File: config.mk
export PLATFORM = sky130hd
export DESIGN_NAME = fifo_wr_arbiter_flat
export DESIGN_NICKNAME = d
export VERILOG_FILES = /design/src/rtl/fifo_arb_pkg.sv /design/src/rtl/fifo_wr_arbiter_if.sv /design/src/rtl/fifo_rr_pick.sv /design/src/rtl/fifo_wr_arbiter.sv /design/src/flat_wrapper.sv
export SDC_FILE = /design/constraint.sdc
export NUM_CORES = 1
export LEC_CHECK = 0
export ABC_AREA = 0
export BUFFER_PORTS_ARGS = -buffer_cell sky130_fd_sc_hd__buf_2
export CORE_MARGIN = 2
export CORE_UTILIZATION = 42
export DETAILED_ROUTE_END_ITERATION = 10
export MAX_ROUTING_LAYER = met4
export PLACE_DENSITY = 0.79
export SKIP_LAST_GASP = 1
export SYNTH_ARGS = -nofsm -noshare
export SYNTH_HDL_FRONTEND = slang
export SYNTH_HIERARCHICAL = 1
export SYNTH_SLANG_ARGS = --single-unit
File: constraint.sdc
create_clock -name wr_clk -period 2.3 [get_ports wr_clk]
set_input_delay 0.46 -clock wr_clk [delete_from_list [all_inputs] [get_ports wr_clk]]
set_output_delay 0.46 -clock wr_clk [all_outputs]
set_load 0.03 [all_outputs]
File: src/rtl/fifo_arb_pkg.sv
// Shared types, default sizes and width helper for the FIFO write-port arbiter family.
package fifo_arb_pkg;

  typedef enum logic {
    IDLE  = 1'b0,
    BURST = 1'b1
  } state_e;

  localparam int DEF_DATA_WIDTH = 8;
  localparam int DEF_NUM_REQ    = 4;
  localparam int DEF_MAX_BURST  = 16;

  // Index/counter width that never collapses to zero bits.
  function automatic int idx_width(input int n);
    return (n > 1) ? $clog2(n) : 1;
  endfunction

endpackage

File: src/rtl/fifo_wr_arbiter_if.sv
// Requester handshake plus FIFO write-port bundle; slave is the arbiter, master drives requests.
interface fifo_wr_arbiter_if
  import fifo_arb_pkg::*;
#(
  parameter int DATA_WIDTH = DEF_DATA_WIDTH,
  parameter int NUM_REQ    = DEF_NUM_REQ
);
  logic [NUM_REQ-1:0]            req_valid;
  logic [NUM_REQ*DATA_WIDTH-1:0] req_data;
  logic [NUM_REQ-1:0]            req_ready;
  logic                          wr_full;
  logic                          wr_en;
  logic [DATA_WIDTH-1:0]         wr_data;
  logic [NUM_REQ-1:0]            grant;
  logic                          busy;

  modport slave (
    input  req_valid, req_data, wr_full,
    output req_ready, wr_en, wr_data, grant, busy
  );

  modport master (
    output req_valid, req_data, wr_full,
    input  req_ready, wr_en, wr_data, grant, busy
  );
endinterface

File: src/rtl/fifo_rr_pick.sv
// Combinational round-robin picker: first set request searching upward (with wrap) from rr_last+1.
module fifo_rr_pick
  import fifo_arb_pkg::*;
#(
  parameter int NUM_REQ = DEF_NUM_REQ,
  localparam int IDX_W  = idx_width(NUM_REQ)
) (
  input  logic [NUM_REQ-1:0] req,
  input  logic [IDX_W-1:0]   rr_last,
  output logic               any_req,
  output logic [IDX_W-1:0]   pick
);

  logic [IDX_W-1:0] cand_s;

  // Walk from the farthest candidate back to the nearest so the nearest set request wins.
  always_comb begin
    any_req = |req;
    pick    = rr_last;
    cand_s  = rr_last;
    for (int i = NUM_REQ; i >= 1; i--) begin
      cand_s = IDX_W'((int'(rr_last) + i) % NUM_REQ);
      pick   = req[cand_s] ? cand_s : pick;
    end
  end

endmodule

File: src/rtl/fifo_wr_arbiter.sv
// Round-robin, burst-locking arbiter sharing the async FIFO write port among NUM_REQ requesters.
// Optional FIFO_ARB_PRIO_EN: requester 0 is high priority and preempts other bursts at a beat boundary.
module fifo_wr_arbiter
  import fifo_arb_pkg::*;
#(
  parameter int DATA_WIDTH = DEF_DATA_WIDTH,
  parameter int NUM_REQ    = DEF_NUM_REQ,
  parameter int MAX_BURST  = DEF_MAX_BURST
) (
  input logic              wr_clk,
  input logic              wr_rst,
  fifo_wr_arbiter_if.slave bus
);

  localparam int IDX_W = idx_width(NUM_REQ);
  localparam int CNT_W = idx_width(MAX_BURST);
  localparam logic [CNT_W-1:0] LAST_BEAT = CNT_W'(MAX_BURST - 1);
  localparam logic [CNT_W-1:0] CNT_ONE   = CNT_W'(1);
  localparam logic [IDX_W-1:0] LAST_IDX  = IDX_W'(NUM_REQ - 1);

  state_e               state_q, state_d;
  logic [IDX_W-1:0]     owner_q, owner_d;
  logic [IDX_W-1:0]     rr_last_q, rr_last_d;
  logic [CNT_W-1:0]     beat_cnt_q, beat_cnt_d;
  logic [NUM_REQ-1:0]   grant_q, grant_d;
  logic                 busy_q, busy_d;
  logic [IDX_W-1:0]     pick_s;
  logic                 any_req_s;
  logic                 owner_valid_s;
  logic                 fire_s;
  logic                 burst_done_s;
  logic                 prio_s;
  logic [DATA_WIDTH-1:0] owner_data_s;

  fifo_rr_pick #(.NUM_REQ(NUM_REQ)) u_pick (
    .req     (bus.req_valid),
    .rr_last (rr_last_q),
    .any_req (any_req_s),
    .pick    (pick_s)
  );

`ifdef FIFO_ARB_PRIO_EN
  assign prio_s = bus.req_valid[0];
`else
  assign prio_s = 1'b0;
`endif

  // Zero-latency path from the owner to the FIFO port; only the owner sees ready.
  always_comb begin
    owner_valid_s = bus.req_valid[owner_q];
    owner_data_s  = '0;
    for (int i = 0; i < NUM_REQ; i++) begin
      owner_data_s = (owner_q == IDX_W'(i)) ? bus.req_data[i*DATA_WIDTH +: DATA_WIDTH] : owner_data_s;
    end
    bus.req_ready = '0;
    if (state_q == BURST && !bus.wr_full) begin
      bus.req_ready[owner_q] = 1'b1;
    end else begin
      bus.req_ready = '0;
    end
    fire_s    = (state_q == BURST) && owner_valid_s && !bus.wr_full;
    bus.wr_en = fire_s;
    if (fire_s) begin
      bus.wr_data = owner_data_s;
    end else begin
      bus.wr_data = '0;
    end
  end

  // Arbitration and burst accounting; a stall on wr_full simply holds everything.
  always_comb begin
    state_d      = state_q;
    owner_d      = owner_q;
    rr_last_d    = rr_last_q;
    beat_cnt_d   = beat_cnt_q;
    grant_d      = grant_q;
    burst_done_s = (beat_cnt_q == LAST_BEAT) || (prio_s && (owner_q != '0));
    case (state_q)
      IDLE: begin
        if (any_req_s) begin
          state_d    = BURST;
          beat_cnt_d = '0;
          grant_d    = '0;
          if (prio_s) begin
            owner_d    = '0;
            grant_d[0] = 1'b1;
          end else begin
            owner_d         = pick_s;
            rr_last_d       = pick_s;
            grant_d[pick_s] = 1'b1;
          end
        end else begin
          state_d = IDLE;
        end
      end
      BURST: begin
        if (!owner_valid_s || (fire_s && burst_done_s)) begin
          state_d    = IDLE;
          grant_d    = '0;
          beat_cnt_d = '0;
        end else if (fire_s) begin
          beat_cnt_d = beat_cnt_q + CNT_ONE;
        end else begin
          state_d = BURST;
        end
      end
      default: begin
        state_d    = IDLE;
        grant_d    = '0;
        beat_cnt_d = '0;
      end
    endcase
    busy_d = (state_d == BURST);
  end

  // State and registered outputs, synchronous reset.
  always_ff @(posedge wr_clk) begin
    if (wr_rst) begin
      state_q    <= IDLE;
      owner_q    <= '0;
      rr_last_q  <= LAST_IDX;
      beat_cnt_q <= '0;
      grant_q    <= '0;
      busy_q     <= 1'b0;
    end else begin
      state_q    <= state_d;
      owner_q    <= owner_d;
      rr_last_q  <= rr_last_d;
      beat_cnt_q <= beat_cnt_d;
      grant_q    <= grant_d;
      busy_q     <= busy_d;
    end
  end

  assign bus.grant = grant_q;
  assign bus.busy  = busy_q;

endmodule
File: src/flat_wrapper.sv
// flat-port wrapper written by rule: the top's interface ports become plain ports
module fifo_wr_arbiter_flat import fifo_arb_pkg::*;
#(
  parameter int DATA_WIDTH = DEF_DATA_WIDTH,
  parameter int NUM_REQ    = DEF_NUM_REQ,
  parameter int MAX_BURST  = DEF_MAX_BURST
)
  (wr_clk, wr_rst, bus_req_valid, bus_req_data, bus_wr_full, bus_req_ready, bus_wr_en, bus_wr_data, bus_grant, bus_busy);
  fifo_wr_arbiter_if #(.DATA_WIDTH(DATA_WIDTH), .NUM_REQ(NUM_REQ)) bus_i ();
  input logic wr_clk;
  input logic wr_rst;
  input wire logic [$bits(bus_i.req_valid)-1:0] bus_req_valid;
  input wire logic [$bits(bus_i.req_data)-1:0] bus_req_data;
  input wire logic [$bits(bus_i.wr_full)-1:0] bus_wr_full;
  output wire logic [$bits(bus_i.req_ready)-1:0] bus_req_ready;
  output wire logic [$bits(bus_i.wr_en)-1:0] bus_wr_en;
  output wire logic [$bits(bus_i.wr_data)-1:0] bus_wr_data;
  output wire logic [$bits(bus_i.grant)-1:0] bus_grant;
  output wire logic [$bits(bus_i.busy)-1:0] bus_busy;
  assign bus_i.req_valid = bus_req_valid;
  assign bus_i.req_data = bus_req_data;
  assign bus_i.wr_full = bus_wr_full;
  assign bus_req_ready = bus_i.req_ready;
  assign bus_wr_en = bus_i.wr_en;
  assign bus_wr_data = bus_i.wr_data;
  assign bus_grant = bus_i.grant;
  assign bus_busy = bus_i.busy;
  fifo_wr_arbiter #(.DATA_WIDTH(DATA_WIDTH), .NUM_REQ(NUM_REQ), .MAX_BURST(MAX_BURST)) u_core (.wr_clk(wr_clk), .wr_rst(wr_rst), .bus(bus_i));
endmodule
Word-level counts from Yosys, hierarchy flattened
Index checks and enable logic that the tools add are counted.
Widths: inputs -> output; s select.
{"block": "totals", "register_bits": 13, "inputBits": 39, "wordCells": 74}
{"block": "classes", "add_sub_neg": 5, "n_reduce_logical": 14, "n_mux": 34, "bitwise_logic": 1, "order_cmp": 8, "eq_ne": 7}
{"cell": "$mux 8", "count": 5}
{"cell": "$mux 4", "count": 6}
{"cell": "$lt 2x3->1 const B", "count": 6}
{"cell": "$pmux 4 s2", "count": 2}
{"cell": "$bmux 1 s2", "count": 5}
{"cell": "$mux 1", "count": 9}
{"cell": "$mux 2", "count": 4}
{"cell": "$logic_and 1x1->1", "count": 6}
{"cell": "$reduce_and 2->1", "count": 3}
{"cell": "$add 2x1->2 const B", "count": 2}
{"cell": "$add 2x2->2 const B", "count": 2}
{"cell": "$add 4x1->4 const B", "count": 1}
{"cell": "$demux 1 s2", "count": 2}
{"cell": "$eq 2x2->1 const B", "count": 2}
{"cell": "$eq 4x4->1 const B", "count": 1}
{"cell": "$ge 2x1->1 const B", "count": 2}
{"cell": "$reduce_or 4->1", "count": 1}
{"cell": "$ne 3x3->1 const B", "count": 1}
{"cell": "$eq 2x1->1 const B", "count": 1}
{"cell": "$logic_not 1->1", "count": 2}
{"cell": "$logic_not 2->1", "count": 1}
{"cell": "$ne 2x1->1 const B", "count": 1}
{"cell": "$ne 2x2->1 const B", "count": 1}
{"cell": "$pmux 1 s2", "count": 1}
{"cell": "2 further kinds", "count": 2}

Depth between registers and ports, before layout
Gate-level depths: netlist (run 1).
{"block": "logic_depth", "depth_word": 13, "ltp_mapped": 6, "mapped_depth_nobuf": 6}

Hierarchy
The synthesis (run 1) kept the hierarchy.
{"mod": "fifo_wr_arbiter", "cells_each": 82, "n_inst": 1, "area_per_inst_um2": 819.5}
{"mod": "fifo_rr_pick", "cells_each": 14, "n_inst": 1, "area_per_inst_um2": 82.6}

Least setup slack after synthesis (run 1)
No wires, ideal clock.
{"block": "synth_timing", "path_kind": "flip-flop to output port", "from": "register, netlist name u_core/bus.busy", "to": "output bus_req_ready[0]", "path_stages_with_launch": 4, "n_path_buf": 1, "required_time_ps": 1840, "arrival_time_ps": 1823, "path_slack_ps": 17, "path_cell_list": "dfxtp_1 -> nor2b_1 -> clkbuf_1 -> nor3b_1"}
{"element": "end: declaration", "line": "flat_wrapper.sv:15", "rtl": "output wire logic [$bits(bus_i.req_ready)-1:0] bus_req_ready;"}

Worst setup path after layout (run 1)
{"block": "layout_timing", "from": "register u_core.owner_q[0]", "to": "output bus_wr_data[7]"}
{"block": "layout_between", "elab_chain_len": 6}
{"element": "start: declaration", "line": "fifo_wr_arbiter.sv:22", "rtl": "logic [IDX_W-1:0] owner_q, owner_d;"}
{"element": "start signal: assignment", "line": "fifo_wr_arbiter.sv:127", "rtl": "owner_q <= owner_d;"}
{"element": "$logic_not 2->1", "line": "fifo_wr_arbiter.sv:53", "rtl": "owner_data_s = (owner_q == IDX_W'(i)) ? bus.req_data[i*DATA_WIDTH +: DATA_WIDTH] : owner_data_s;"}
{"element": "$mux 8 (4 in series)", "line": "fifo_wr_arbiter.sv:53"}
{"element": "$mux 8 *", "line": "fifo_wr_arbiter.sv:63", "rtl": "if (fire_s) begin"}
{"element": "end: declaration", "line": "flat_wrapper.sv:17", "rtl": "output wire logic [$bits(bus_i.wr_data)-1:0] bus_wr_data;"}
Every way passes the cells marked *; elsewhere a longest branch is shown, timed or not. The select of a mux whose other input is x is not followed.

==> results of run 1 <==
worst paths after layout:
check	startpoint	to	slack (ns)	cells after the start
max	u_core/owner_q[0]$_SDFFE_PP0P_	bus_wr_data[7]	0.12	4
min	wr_rst	u_core/owner_q[0]$_SDFFE_PP0P_	0.45	2
max reg2reg	u_core/owner_q[0]$_SDFFE_PP0P_	u_core/beat_cnt_q[3]$_SDFFE_PP0P_	0.43	4
min reg2reg	u_core/bus.grant[1]$_SDFFE_PP0P_	u_core/bus.grant[1]$_SDFFE_PP0P_	0.48	1
report_power, final:
group	total (W)	switching (W)	internal [W]
logic	0.000247	0.000129	0.000118
registers	0.000264	0.0000200	0.000244
clock network	0.000140	0.0000731	0.0000672
total	0.000651	0.000222	0.000430
logic make-up after synthesis:
group                    Yosys count  synth area share, %
XOR/XNOR                           1                0.971
multiplexers                      10                 24.0
buffers and inverters             10                 5.27
AO/OA/AOI/OAI                     21                 15.5
adder cells (fa/ha/maj)            1                 1.39
flip-flops                        13                 28.8
AND/OR/NAND/NOR                   40                 24.0
state kept, by name (all words and copies together), names as in the netlist:
signal	count
u_core/rr_last_q	2
u_core/owner_q	2
u_core/beat_cnt_q	4
u_core/bus.grant	4
u_core/bus.busy	1
Yosys cell counts (2+ instances only):
| library cell | instances |
|---|---|
| clkbuf_1 | 3 |
| and3_1 | 9 |
| inv_1 | 4 |
| nand3_1 | 2 |
| buf_2 | 2 |
| nand2_1 | 9 |
| dfxtp_1 | 13 |
| nor2_1 | 5 |
| nand2b_1 | 2 |
| nor2b_1 | 3 |
| and2_1 | 2 |
| nor3_1 | 2 |
| mux4_2 | 8 |
| a21oi_1 | 9 |
| a22o_1 | 4 |
routing by layer:
layer	global-route usage [%]	share of wire (%)	wire length, um	vias to the layer above
met4	7.66	1.2	29	0
met2	31.8	47	1090	44
met1	22.6	41	950	438
met3	7.44	11	257	4
met5	-	0	0	-
li1	-	-	-	477
metrics by stage:
stage / hold WS (ns) / power, W / utilization (%) / instances / cell area (sq um)
global placement: 0.452 / 0.000505 / 60.3 / 176 / 1210
CTS: 0.454 / 0.000653 / 61.6 / 180 / 1230
detailed placement: 0.463 / 0.000512 / 60.3 / 176 / 1210
global route: 0.457 / 0.000698 / 62.0 / 180 / 1240
floorplan: 0.457 / 0.000437 / - / 96 / 902
finish: 0.452 / 0.000651 / 62.0 / 180 / 1240
layout by cell type, fill, tap and decap left out, types with 2 or more instances in the layout:
cell	instances
nand2_1	9
nor3_1	2
clkbuf_4	3
inv_1	4
and3_1	9
a21oi_1	9
nand2b_1	2
buf_4	2
nand3_1	2
buf_2	56
and2_1	2
a22o_1	4
dfxtp_1	12
nor2_1	5
mux4_2	8
nor2b_1	3
worst max-delay path, stage by stage, from the launching register on:
cell,delay (ns)
dfxtp_2,0.38
buf_8,0.17
mux4_1,0.54
and3_1,0.19
buf_2,0.17
cell type report:
class / instances / area (sq um)
clock buffer: 4 / 26.3
timing repair buffer: 59 / 310
sequential: 13 / 262
tap: 27 / 33.8
fill: 193 / 761
multi-input combinational: 73 / 594
inverter: 4 / 15.0
==> Implementation_results.wiki, run 1 <==
{| class="wikitable"
! Metric !! Value
|-
| Outcome || finished, final reports clean
|-
| Die area || 2530 sq um
|-
| Number of CTS-inserted buffers || 3
|-
| CTS H-Tree Depth || 1
|-
| Clock tree buffer depth || 2
|-
| Total power density per cell area || around 520 nW/um^2
|-
| Initial core utilization || 45.1%
|-
| Number of input and output port buffers inserted || between 50 and 60
|-
| Global-route wire length before repair || 3.79 mm
|-
| Data arrival time of the critical path || around 1.7 ns
|-
| Setup TNS after final layout || 0 ns
|-
| Min Clock Period, post-route || around 2.2 ns
|-
| Number of DRC violations after detailed-routing iteration 0 || 6
|-
| Number of distinct standard cells referenced by the synthesized netlist || 34
|-
| Maximum number of pins on one net before global-route repair || 13
|-
| Core Region || about 2000 sq um
|-
| Worst skew pair latency || 0.28 ns
|-
| Gate Count Post-Synth || 96
|-
| Hold/Removal Path Class || input port to register
|-
| Mean post-synth cell area || 9.40 sq um
|-
| Final worst-path cycle share || 94.8%
|-
| Routability-driven placement congestion ratio || 0.792
|-
| Overall overflow remaining after global route || 0
|-
| Worst setup path class || register to primary output
|-
| Number of gates resized after CTS || 0
|-
| Number of diodes added for antenna fixing || 0
|-
| Initial DRT Pass Iterations || 4
|-
| Number of nets in the final layout || around 190
|-
| Worst setup slack after placement || around 0.19 ns
|-
| Final routed DRC violation total || 0
|-
| Area leader, netlist || dfxtp_1
|-
| Root buffer cell || clkbuf_4
|-
| Highest Clock Rate || 459 MHz
|-
| Critical path endpoint category || primary output
|-
| Slew @ Worst Pin || 0.401 ns
|-
| Headroom to the max-slew limit || about 73%
|-
| Number of enable-type register cells in the synthesized netlist || 0
|-
| Height of the die || 50.3 um
|-
| Wire length reported by the detailed router || 2.33 mm
|-
| Number of violations of the max-capacitance limit || 0
|-
| Top FF cell, synth || dfxtp_1
|-
| Required time of the critical path || 1.84 ns
|-
| Count of nets left with antenna violations after detail routing || 0
|-
| Async S/R FF share, synth || 0%
|-
| Via count || 963
|-
| Global-route total usage across every layer || between 10% and 20%
|-
| Critical path peak fanout || 12
|-
| Sinks on Clock Net || 13
|-
| Ratio of cells with drive above 1 in the final layout || 47.1%
|-
| Via count of the first global-routing pass || 863
|-
| Area added between synthesis and finish || 37.6%
|-
| Post-synthesis sequential element count || 13
|-
| Syn Nets || 136
|-
| Share of synthesized area occupied by flip-flops and latches || 28.8%
|-
| Quantity of hold-fixing buffers added after cts || 0
|-
| Average wire per standard cell || 12.9 um
|-
| Final setup fails || 0
|-
| Least setup slack across all paths after layout || 0.119 ns
|-
| RSZ-0062 raised after global routing || false
|-
| Count of endpoints failing hold in the final timing report || 0
|-
| Initial antenna violation count || 0
|-
| Vias per cell || 5.35
|-
| Syn Std Cell Area || 902 sq um
|-
| Clock transition at the registers of the reported paths || 0.08 ns
|-
| Standard-cell row count || 16
|-
| Yosys warns || 6
|-
| Setup fix buffers added after clock tree synthesis || 0
|-
| IR drop worst, VDD || 378 uV
|-
| Die W || ~50 um
|-
| Number of max-slew violations in the final report || 0
|-
| Startpoint Class || register
|-
| Number of placed I/O pins || 57
|-
| Leak Pwr || 0.632 nW
|-
| Cells taking the most area after synthesis || dfxtp_1 (29%), mux4_2 (20%), and3_1 (6.2%)
|-
| Fraction of synthesized cell area taken by the top area cell type || 28.8%
|-
| Clock Skew || between 0.006 and 0.007 ns
|-
| Total half-perimeter wirelength after legalization and detailed placement || 1.87 mm
|-
| CTS tree || built
|}
Power figures use the tool's default switching activity.
==> run 2, diff against run 1 <==
ABC_AREA = 1   (was 0)
CORE_UTILIZATION = 46   (was 42)
SKIP_LAST_GASP = unset   (was 1)
==> Implementation_results.wiki, run 2 <==
{| class="wikitable"
! Metric !! Value
|-
| Quantity of hold-fixing buffers added after cts || 0 (unchanged)
|-
| Yosys warns || 6 (unchanged)
|-
| Overall overflow remaining after global route || 0 (unchanged)
|-
| Total half-perimeter wirelength after legalization and detailed placement || 2.38 mm (was 1.87 mm)
|-
| Number of gates resized after CTS || 0 (unchanged)
|-
| Maximum number of pins on one net before global-route repair || 13 (unchanged)
|-
| Number of diodes added for antenna fixing || 0 (unchanged)
|-
| Top FF cell, synth || dfxtp_1 (unchanged)
|-
| Root buffer cell || clkbuf_4 (unchanged)
|-
| Clock transition at the registers of the reported paths || 0.08 ns (about the same)
|-
| Number of input and output port buffers inserted || 56 (unchanged)
|-
| Post-synthesis sequential element count || 13 (unchanged)
|-
| Headroom to the max-slew limit || 67.3% (was 73.3%)
|-
| Most frequent standard cell in the layout excluding fill and tap cells || buf_2 (unchanged)
|-
| Number of DRC violations after detailed-routing iteration 0 || 20 (was 6)
|-
| Initial DRT Pass Iterations || 4 (unchanged)
|-
| Initial antenna violation count || 0 (unchanged)
|-
| Data arrival time of the critical path || 1.67 ns (was 1.72 ns)
|-
| Final worst-path cycle share || 92.7% (was 94.8%)
|-
| Min Hold Slack || 0.462 ns (was 0.452 ns)
|-
| Critical path endpoint category || primary output (unchanged)
|-
| Count of endpoints failing hold in the final timing report || 0 (unchanged)
|-
| Final setup fails || 0 (unchanged)
|-
| Number of placed I/O pins || 57 (unchanged)
|-
| Fraction of synthesized cell area taken by the top area cell type || 21.7% (was 28.8%)
|-
| Async S/R FF share, synth || 0% (unchanged)
|-
| Worst skew pair latency || 0.27 ns (was 0.28 ns)
|-
| Min Clock Period, post-route || 2.13 ns (was 2.18 ns)
|-
| Total power density per cell area || 857 nW/um^2 (was 525 nW/um^2)
|-
| Mean post-synth cell area || 6.05 sq um (was 9.40 sq um)
|-
| Global-route total usage across every layer || 20.7% (was 19.9%)
|-
| Number of distinct standard cells referenced by the synthesized netlist || 32 (was 34)
|-
| IR drop worst, VDD || 609 uV (was 378 uV)
|-
| Via count of the first global-routing pass || 1140 (was 863)
|-
| Cells taking the most area after synthesis || dfxtp_1 (22%), nand2_1 (16%), nand2_2 (8.9%) (was dfxtp_1 (29%), mux4_2 (20%), and3_1 (6.2%))
|-
| Vias per cell || 5.02 (was 5.35)
|-
| Standard-cell row count || 18 (was 16)
|-
| CTS H-Tree Depth || 1 (unchanged)
|-
| Routability-driven placement congestion ratio || 0.853 (was 0.792)
|-
| Global-route wire length before repair || 4.51 mm (was 3.79 mm)
|-
| Leak Pwr || 0.833 nW (was 0.632 nW)
|-
| Number of CTS-inserted buffers || 3 (unchanged)
|-
| Hold/Removal Path Class || register to register (was input port to register)
|-
| Clock tree buffer depth || 2 (unchanged)
|-
| Height of the die || 55.0 um (was 50.3 um)
|-
| Setup fix buffers added after clock tree synthesis || 0 (unchanged)
|-
| RSZ-0062 raised after global routing || false (unchanged)
|-
| Outcome || finished, final reports clean (unchanged)
|-
| Power consumption || 0.00130 W (was 0.000651 W)
|-
| Core Region || 2480 sq um (was 2000 sq um)
|-
| Share of synthesized area occupied by flip-flops and latches || 21.7% (was 28.8%)
|-
| Slew @ Worst Pin || 0.489 ns (was 0.401 ns)
|-
| Most frequent cells in the layout || buf_2 (56), nand2_1 (50), nand3_1 (18) (was buf_2 (56), dfxtp_1 (12), nand2_1 (9), and3_1 (9), a21oi_1 (9))
|-
| Sinks on Clock Net || 13 (unchanged)
|-
| Placed cell area || 1500 sq um (was 1210 sq um)
|-
| Via count || 1431 (was 963)
|-
| Average wire per standard cell || 10.4 um (was 12.9 um)
|-
| Most frequent cells after synthesis || nand2_1 (50), nand3_1 (18), inv_1 (17), nand2_2 (17), nor2_1 (16) (was dfxtp_1 (13), a21oi_1 (9), and3_1 (9), nand2_1 (9), mux4_2 (8))
|-
| Final routed DRC violation total || 0 (unchanged)
|-
| Ratio of cells with drive above 1 in the final layout || 39.2% (was 47.1%)
|-
| Die area || 3030 sq um (was 2530 sq um)
|-
| CTS tree || built (unchanged)
|-
| Highest Clock Rate || 469 MHz (was 459 MHz)
|-
| Least setup slack across all paths after layout || 0.167 ns (was 0.119 ns)
|-
| Most frequently used cell type in the post-synthesis netlist || nand2_1 (was dfxtp_1)
|-
| Worst setup slack after placement || 0.428 ns (was 0.188 ns)
|-
| Count of nets left with antenna violations after detail routing || 0 (unchanged)
|-
| Die W || 55.0 um (was 50.3 um)
|-
| Number of max-slew violations in the final report || 0 (unchanged)
|-
| Area leader, netlist || dfxtp_1 (unchanged)
|-
| Post-route design area || 1520 sq um (was 1240 sq um)
|-
| Syn Std Cell Area || 1200 sq um (was 902 sq um)
|-
| Startpoint Class || register (unchanged)
|-
| Gate Count Post-Synth || 198 (was 96)
|-
| Clock Skew || 0.00352 ns (was 0.00630 ns)
|-
| Critical path peak fanout || 9 (was 12)
|-
| Wire length reported by the detailed router || 2.96 mm (was 2.33 mm)
|-
| Number of violations of the max-capacitance limit || 0 (unchanged)
|-
| Syn Nets || 238 (was 136)
|-
| Initial core utilization || 48.4% (was 45.1%)
|-
| Number of enable-type register cells in the synthesized netlist || 0 (unchanged)
|-
| Worst setup path class || register to primary output (unchanged)
|-
| Number of nets in the final layout || 296 (was 194)
|-
| Required time of the critical path || 1.84 ns (about the same)
|-
| Setup TNS after final layout || 0 ns (unchanged)
|-
| Area added between synthesis and finish || 26.9% (was 37.6%)
|}
==> run 2: cell families (layout without fill, tap and decap cells) <==
| logic type | count (synthesis) | count (layout) | share of synthesized area (%) |
|---|---|---|---|
| simple gates | 121 | 121 | 48.6 |
| compound gates | 32 | 32 | 16.5 |
| buf+inv | 31 | 88 | 12.1 |
| flops | 13 | 13 | 21.7 |
| fa+ha+maj | 1 | 1 | 1.04 |
==> run 2: critical path, cell delays in order (launching register included) <==
cell	delay, ns
dfxtp_1	0.37
buf_4	0.18
nand2_2	0.16
inv_2	0.10
nor2_1	0.12
o221ai_1	0.12
a21oi_1	0.14
buf_2	0.21
==> run 2: power breakdown <==
part / switching [W] / internal [W]
Sequential: 0.0000610 / 0.000273
Combinational: 0.000531 / 0.000298
Clock: 0.0000733 / 0.0000673
Total: 0.000665 / 0.000638
==> run 2: routing by layer <==
metal  up-vias  routed length [um]  global-route usage, %
li1        757                   -                      -
met1       614                1350                   24.1
met2        56                1330                   37.9
met3         4                 262                   2.96
met4         0                  23                   3.66
met5         -                   0                      -
==> run 2: final cells by class <==
cell class / instances / area [sq um]
clock buffers: 4 / 26.3
fillers: 275 / 956
inverters: 25 / 101
multi-input cells: 154 / 793
flip-flops and latches: 13 / 260
well taps: 30 / 37.5
repair buffers: 59 / 303
==> run 2: path summary, 6_finish.rpt <==
kind,slack (ns),startpoint,end,depth (start not counted)
min,0.46,u_core/bus.grant[3]$_SDFFE_PP0P_,u_core/bus.grant[3]$_SDFFE_PP0P_,2
max,0.17,u_core/owner_q[0]$_SDFFE_PP0P_,bus_wr_data[6],7
min reg2reg,0.46,u_core/bus.grant[3]$_SDFFE_PP0P_,u_core/bus.grant[3]$_SDFFE_PP0P_,2
max reg2reg,0.48,u_core/rr_last_q[0]$_SDFFE_PP1P_,u_core/bus.grant[3]$_SDFFE_PP0P_,12
==> run 2: metrics by stage <==
| step | std cells | util [%] |
|---|---|---|
| detailed placement | 281 | 60.4 |
| floorplan | 198 | - |
| finish | 285 | 61.4 |
| CTS | 285 | 61.4 |
| global placement | 281 | 60.4 |
| global route | 285 | 61.4 |
